### src/rtl/ras_stack.sv
`default_nettype none
// ============================================================================
// Module   : ras_stack
// Purpose  : Return-address stack for the fetch-side branch predictor.
//            Calls push (PC + 4), returns pop, coroutine ops replace the top
//            entry. A {cnt, tos} checkpoint travels with each branch so a
//            pipeline redirect can restore the speculative pointer state.
// Ports    : clk, rst          - clock, asynchronous active-high reset
//            ras_vld_i         - qualifies ras_ctrl_i / ras_data_i
//            ras_ctrl_i        - 00 none, 01 push, 10 pop, 11 pop-then-push
//            ras_data_i        - PC of the call instruction
//            flush_vld_i       - restore {cnt, tos} from ras_ckpt_i
//            ras_ckpt_i        - checkpoint {cnt, tos} to restore
//            ras_data_o        - predicted return target (0 when empty)
//            ras_empty_o       - entry count is zero
//            ras_ckpt_o        - current {cnt, tos}
//            ras_undf_o        - one-cycle pulse after a pop on empty stack
// Revision : 1.0 - initial release
// ============================================================================
module ras_stack #(
  parameter int DEPTH = 8,
  parameter int PTR_W = 3
) (
  input  logic                 clk,
  input  logic                 rst,
  input  logic                 ras_vld_i,
  input  logic [1:0]           ras_ctrl_i,
  input  logic [63:0]          ras_data_i,
  input  logic                 flush_vld_i,
  input  logic [2*PTR_W:0]     ras_ckpt_i,
  output logic [63:0]          ras_data_o,
  output logic                 ras_empty_o,
  output logic [2*PTR_W:0]     ras_ckpt_o,
  output logic                 ras_undf_o
);

  localparam logic [1:0]       c_OP_PUSH  = 2'b01;
  localparam logic [1:0]       c_OP_POP   = 2'b10;
  localparam logic [1:0]       c_OP_CORO  = 2'b11;
  localparam logic [PTR_W:0]   c_CNT_FULL = (PTR_W+1)'(DEPTH);
  localparam logic [63:0]      c_RET_OFS  = 64'h4;

  logic [63:0]      stk_q [DEPTH];
  logic [PTR_W-1:0] tos_q, tos_d;
  logic [PTR_W:0]   cnt_q, cnt_d;
  logic             undf_q, undf_d;

  // Single array write port per cycle
  logic             w_wr_en;
  logic [PTR_W-1:0] w_wr_idx;
  logic [63:0]      w_wr_data;

  logic [PTR_W:0]   w_ckpt_cnt;
  logic [PTR_W-1:0] w_ckpt_tos;
  logic [PTR_W-1:0] w_tos_inc;
  logic [PTR_W-1:0] w_tos_dec;
  logic             w_empty;
  logic             w_full;

  assign w_ckpt_cnt = ras_ckpt_i[2*PTR_W:PTR_W];
  assign w_ckpt_tos = ras_ckpt_i[PTR_W-1:0];
  // PTR_W-bit arithmetic gives the modulo-DEPTH wrap for free
  assign w_tos_inc  = tos_q + PTR_W'(1);
  assign w_tos_dec  = tos_q - PTR_W'(1);
  assign w_empty    = (cnt_q == '0);
  assign w_full     = (cnt_q == c_CNT_FULL);

  always_comb begin
    tos_d     = tos_q;
    cnt_d     = cnt_q;
    undf_d    = 1'b0;
    w_wr_en   = 1'b0;
    w_wr_idx  = tos_q;
    w_wr_data = ras_data_i + c_RET_OFS;

    if (flush_vld_i) begin
      // Checkpoint counts beyond capacity are clamped to a full stack
      cnt_d = (w_ckpt_cnt > c_CNT_FULL) ? c_CNT_FULL : w_ckpt_cnt;
      tos_d = w_ckpt_tos;
    end else if (ras_vld_i) begin
      case (ras_ctrl_i)
        c_OP_PUSH: begin
          tos_d    = w_tos_inc;
          cnt_d    = w_full ? cnt_q : cnt_q + 1'b1;
          w_wr_en  = 1'b1;
          w_wr_idx = w_tos_inc;
        end
        c_OP_POP: begin
          if (w_empty) begin
            undf_d = 1'b1;
          end else begin
            tos_d = w_tos_dec;
            cnt_d = cnt_q - 1'b1;
          end
        end
        c_OP_CORO: begin
          if (w_empty) begin
            // Nothing to pop: degenerates to a plain push
            tos_d    = w_tos_inc;
            cnt_d    = cnt_q + 1'b1;
            w_wr_en  = 1'b1;
            w_wr_idx = w_tos_inc;
          end else begin
            w_wr_en  = 1'b1;
            w_wr_idx = tos_q;
          end
        end
        default: ;
      endcase
    end
  end

  always_ff @(posedge clk or posedge rst) begin
    if (rst) begin
      tos_q  <= '0;
      cnt_q  <= '0;
      undf_q <= 1'b0;
    end else begin
      tos_q  <= tos_d;
      cnt_q  <= cnt_d;
      undf_q <= undf_d;
    end
  end

  always_ff @(posedge clk or posedge rst) begin
    if (rst) begin
      for (int i = 0; i < DEPTH; i++) begin
        stk_q[i] <= '0;
      end
    end else if (w_wr_en) begin
      stk_q[w_wr_idx] <= w_wr_data;
    end
  end

  assign ras_data_o  = w_empty ? 64'h0 : stk_q[tos_q];
  assign ras_empty_o = w_empty;
  assign ras_ckpt_o  = {cnt_q, tos_q};
  assign ras_undf_o  = undf_q;

endmodule
`default_nettype wire
### config.mk
export PLATFORM = sky130hd
export DESIGN_NAME = ras_stack
export DESIGN_NICKNAME = d
export VERILOG_FILES = /design/src/rtl/ras_stack.sv
export SDC_FILE = /design/constraint.sdc
export NUM_CORES = 1
export LEC_CHECK = 0
export CORE_MARGIN = 8
export CORE_UTILIZATION = 50
export DETAILED_ROUTE_END_ITERATION = 12
export PLACE_DENSITY = 0.69
export RECOVER_POWER = 100
export SLEW_MARGIN = 20
export SYNTH_ARGS = -nofsm -noshare
export SYNTH_HDL_FRONTEND = slang
export SYNTH_SLANG_ARGS = --single-unit
### constraint.sdc
create_clock -name clk -period 25.5 [get_ports clk]
set_input_delay 5.1 -clock clk [delete_from_list [all_inputs] [get_ports clk]]
set_output_delay 5.1 -clock clk [all_outputs]
set_load 0.02 [all_outputs]
==> reports/metrics.cfg <==
[cts]
cts_root_buf = clkbuf_16
htreeDepth = 2
cts_hold_buffers = 0
cts_sinks = 520
cts_buffer_depth = 3
cts_made_buffers = 55
clk_pin_slew_ps = 60
cts_tree = built
cts_resized = 0
clk_latency_ps = 610
cts_setup_buffers = 0

[critical_path]
crit_path_max_incr_delay_ps = 2870
cp.required_ps = 20400
reg2reg_depth = 9
path_max_fanout = 53
cp_slowest_cell = clkbuf_1
worstPathArrival_ps = 10580
critPathLaunchType = register
crit_type = register to output pin
crit_top_cell = clkbuf_1
crit_path_end_kind = output pin
crit_path_cell_trace = clkbuf_1, clkbuf_1, clkbuf_1, mux4_2, mux2i_1, nor2_1, dlygate4sd3_1

[yosys]
async_flop_share_pct = 100
synth_nets = 2319
syn_inst = 2233
synth-seq-cells = 520
synth_edf_count = 0
ys.flop_type = dfrtp_1
netlist_area_sq_mm = 0.0242
syn-mean-instance-area_sq_um = 10.8
synth.distinct_cells = 59
ys_seq_area_share_pct = 53.8
ys_warn_count = 0

[placement]
portBuffers = 149
place_hpwl_um = 36500
place_area_sq_mm = 0.0259
gp_congestion = 0.810

[timing]
fmax_mhz = 63.8
post-route-min-period_ps = 15680
rsz0062_at_grt = false
fin_tns_setup_ps = 0
maxSlewHeadroom_pct = -316
drv_slew = 1855
tightest_slew_ps = 6200
finalClockSkew_ps = 17.3
final_hold_viol_count = 0
setup_violations = 0
fin_crit_sh_pct = 61.5

[floorplanning]
design.core.area_sq_mm = 0.0477
ioPinCount = 150
rows = 80
die_y_um = 236
initial_core_util_pct = 50.6
die-area_sq_mm = 0.0556
die_x_um = 236

[route]
drtIter0Drc = 1618
wl_um = 60200
vias = 17300
drc = 0
routedWlPerCell_um = 20.3
drt_first_pass_iters = 5
viasPerCell = 5.84
ant_nets = 0

[layout]
drive_gt1_share_pct = 11.0
nets = 2389
antennaDiodeCount = 0
fill_cells = 3999
synthToLayoutAreaGrowth_pct = 14.0
stdcell_area_sq_mm = 0.0275

[pwr]
cellPowerDensity_mw_per_mm2 = 114
ir_drop_mv = 0.0550
leakage_nw = 12.0

[grt]
grt_first_pass_wirelength_um = 98000
grt_pass1_vias = 17700
grt_max_degree = 145
grt_overflow_total = 0
antenna_found_initial = 1
grtUsageTotal_pct = 21.7

[outcome]
violations = capacitance limit, slew limit
status = complete, but fails checks

[run]
drv_cap = 30

[min_path]
holdPathStages = 2
hold_class = register to register

-- flip-flops by register name, summed over array words and instances, names as in the netlist --
name	count
tos_q	3
ras_undf_o	1
cnt_q	4
stk_q	512
-- worst max-delay path, delay by kind of cell, from the launching register on --
kind	cells	cell delay, ps
buffers and inverters	4	6860
flip-flops	1	1850
multiplexers	2	1050
AND/OR/NAND/NOR	1	120
-- area by class of cell --
class | count | area [sq um] | area share, %
flip-flops and latches | 520 | 13000 | 47.2
multi-input cells | 1527 | 10300 | 37.3
clock buffers | 85 | 1650 | 5.99
repair buffers | 175 | 1600 | 5.80
well taps | 615 | 769 | 2.79
clock inverters | 14 | 154 | 0.559
inverters | 24 | 91.3 | 0.332
-- synth_stat cells, types with 3 or more instances --
library cell	number	area, sq um
a21oi_1	311	1560
and3_1	7	43.8
buf_1	30	113
buf_2	46	230
buf_4	19	143
clkbuf_1	64	240
dfrtp_1	520	13000
ha_1	8	100
inv_1	23	86.3
mux2_1	8	90.1
mux2_2	16	180
mux2i_1	68	681
mux4_2	128	2880
nand2_1	216	811
nand3_1	27	135
nand4_1	12	75.1
nor2_1	389	1460
nor3_1	16	80.1
nor3_2	3	30.0
nor3_4	4	65.1
nor4_1	4	25.0
nor4_4	5	106
o21ai_0	153	766
o21ai_1	37	185
o22ai_1	3	18.8
or2_2	5	31.3
or3_1	3	18.8
or4_1	6	45.0
xnor2_1	46	403
xnor2_2	3	48.8
xor2_1	17	149
-- report_power, final --
part | switching [W] | internal [W]
clock | 0.000326 | 0.000464
combinational | 0.000461 | 0.000481
sequential | 0.000209 | 0.00121
total | 0.000996 | 0.00215
-- cell families after synthesis --
group	count (synthesis)	share of synthesized area [%]
and+or+nand+nor	715	12.9
AOI/OAI and AO/OA	517	10.9
buffers and inverters	186	3.53
DFF	520	53.8
muxes	220	15.9
xor gates and xnor gates	66	2.48
adders and majority gates	9	0.497
-- through the flow --
stage / utilization (%) / setup WS [ps] / total power, W / instances / hold slack, ps
floorplan: - / 5870 / 0.00205 / 2233 / 445
global placement: 54.3 / 15920 / 0.00233 / 2860 / 456
detailed placement: 54.3 / 15880 / 0.00239 / 2860 / 465
CTS: 58.1 / 15230 / 0.00319 / 2959 / 479
global route: 57.7 / 7650 / 0.00335 / 2960 / 499
finish: 57.7 / 9820 / 0.00315 / 2960 / 476
-- worst paths after layout --
| path | startpoint | to | slack, ps |
|---|---|---|---|
| min in group asynchronous | rst | stk_q[301] | 6870 |
| max in group asynchronous | rst | stk_q[83] | 9970 |
| setup reg to reg | tos_q[0] | stk_q[383] | 13940 |
| hold reg to reg | stk_q[307] | stk_q[307] | 480 |
| hold / removal | stk_q[307] | stk_q[307] | 480 |
| setup / recovery | tos_q[0] | ras_data_o[63] | 9820 |
-- cell usage in the layout (no fill, tap or decap), types with 3 or more instances in the layout --
cell,n
and3_1,7
mux4_2,128
clkdlybuf4s50_1,81
or3_1,3
or2_2,5
dfrtp_1,520
xnor2_1,46
nor4_4,5
nor3_4,3
dlygate4sd3_1,68
nor3_1,18
nand2_1,216
a21oi_1,311
nand4_1,12
o22ai_1,3
o21ai_0,189
clkinvlp_4,3
clkbuf_16,55
clkbuf_1,38
mux2_1,8
inv_1,22
nor2_1,389
clkinv_2,6
nor4_1,4
mux2i_1,68
or4_1,6
xnor2_2,3
xor2_1,17
nand3_1,27
ha_1,8
nor3b_1,4
clkbuf_8,16
mux2_2,16
-- metal layers --
| metal | share of wire [%] | track usage, % | wire length (um) | vias up |
|---|---|---|---|---|
| met5 | 0 | 0 | 0 | - |
| met4 | 2.4 | 6.16 | 1460 | 0 |
| met3 | 6.1 | 3.85 | 3650 | 102 |
| met2 | 47 | 35.0 | 28600 | 563 |
| met1 | 44 | 30.1 | 26500 | 8712 |
| li1 | - | - | - | 7915 |
(Power assumes the default switching activity.)
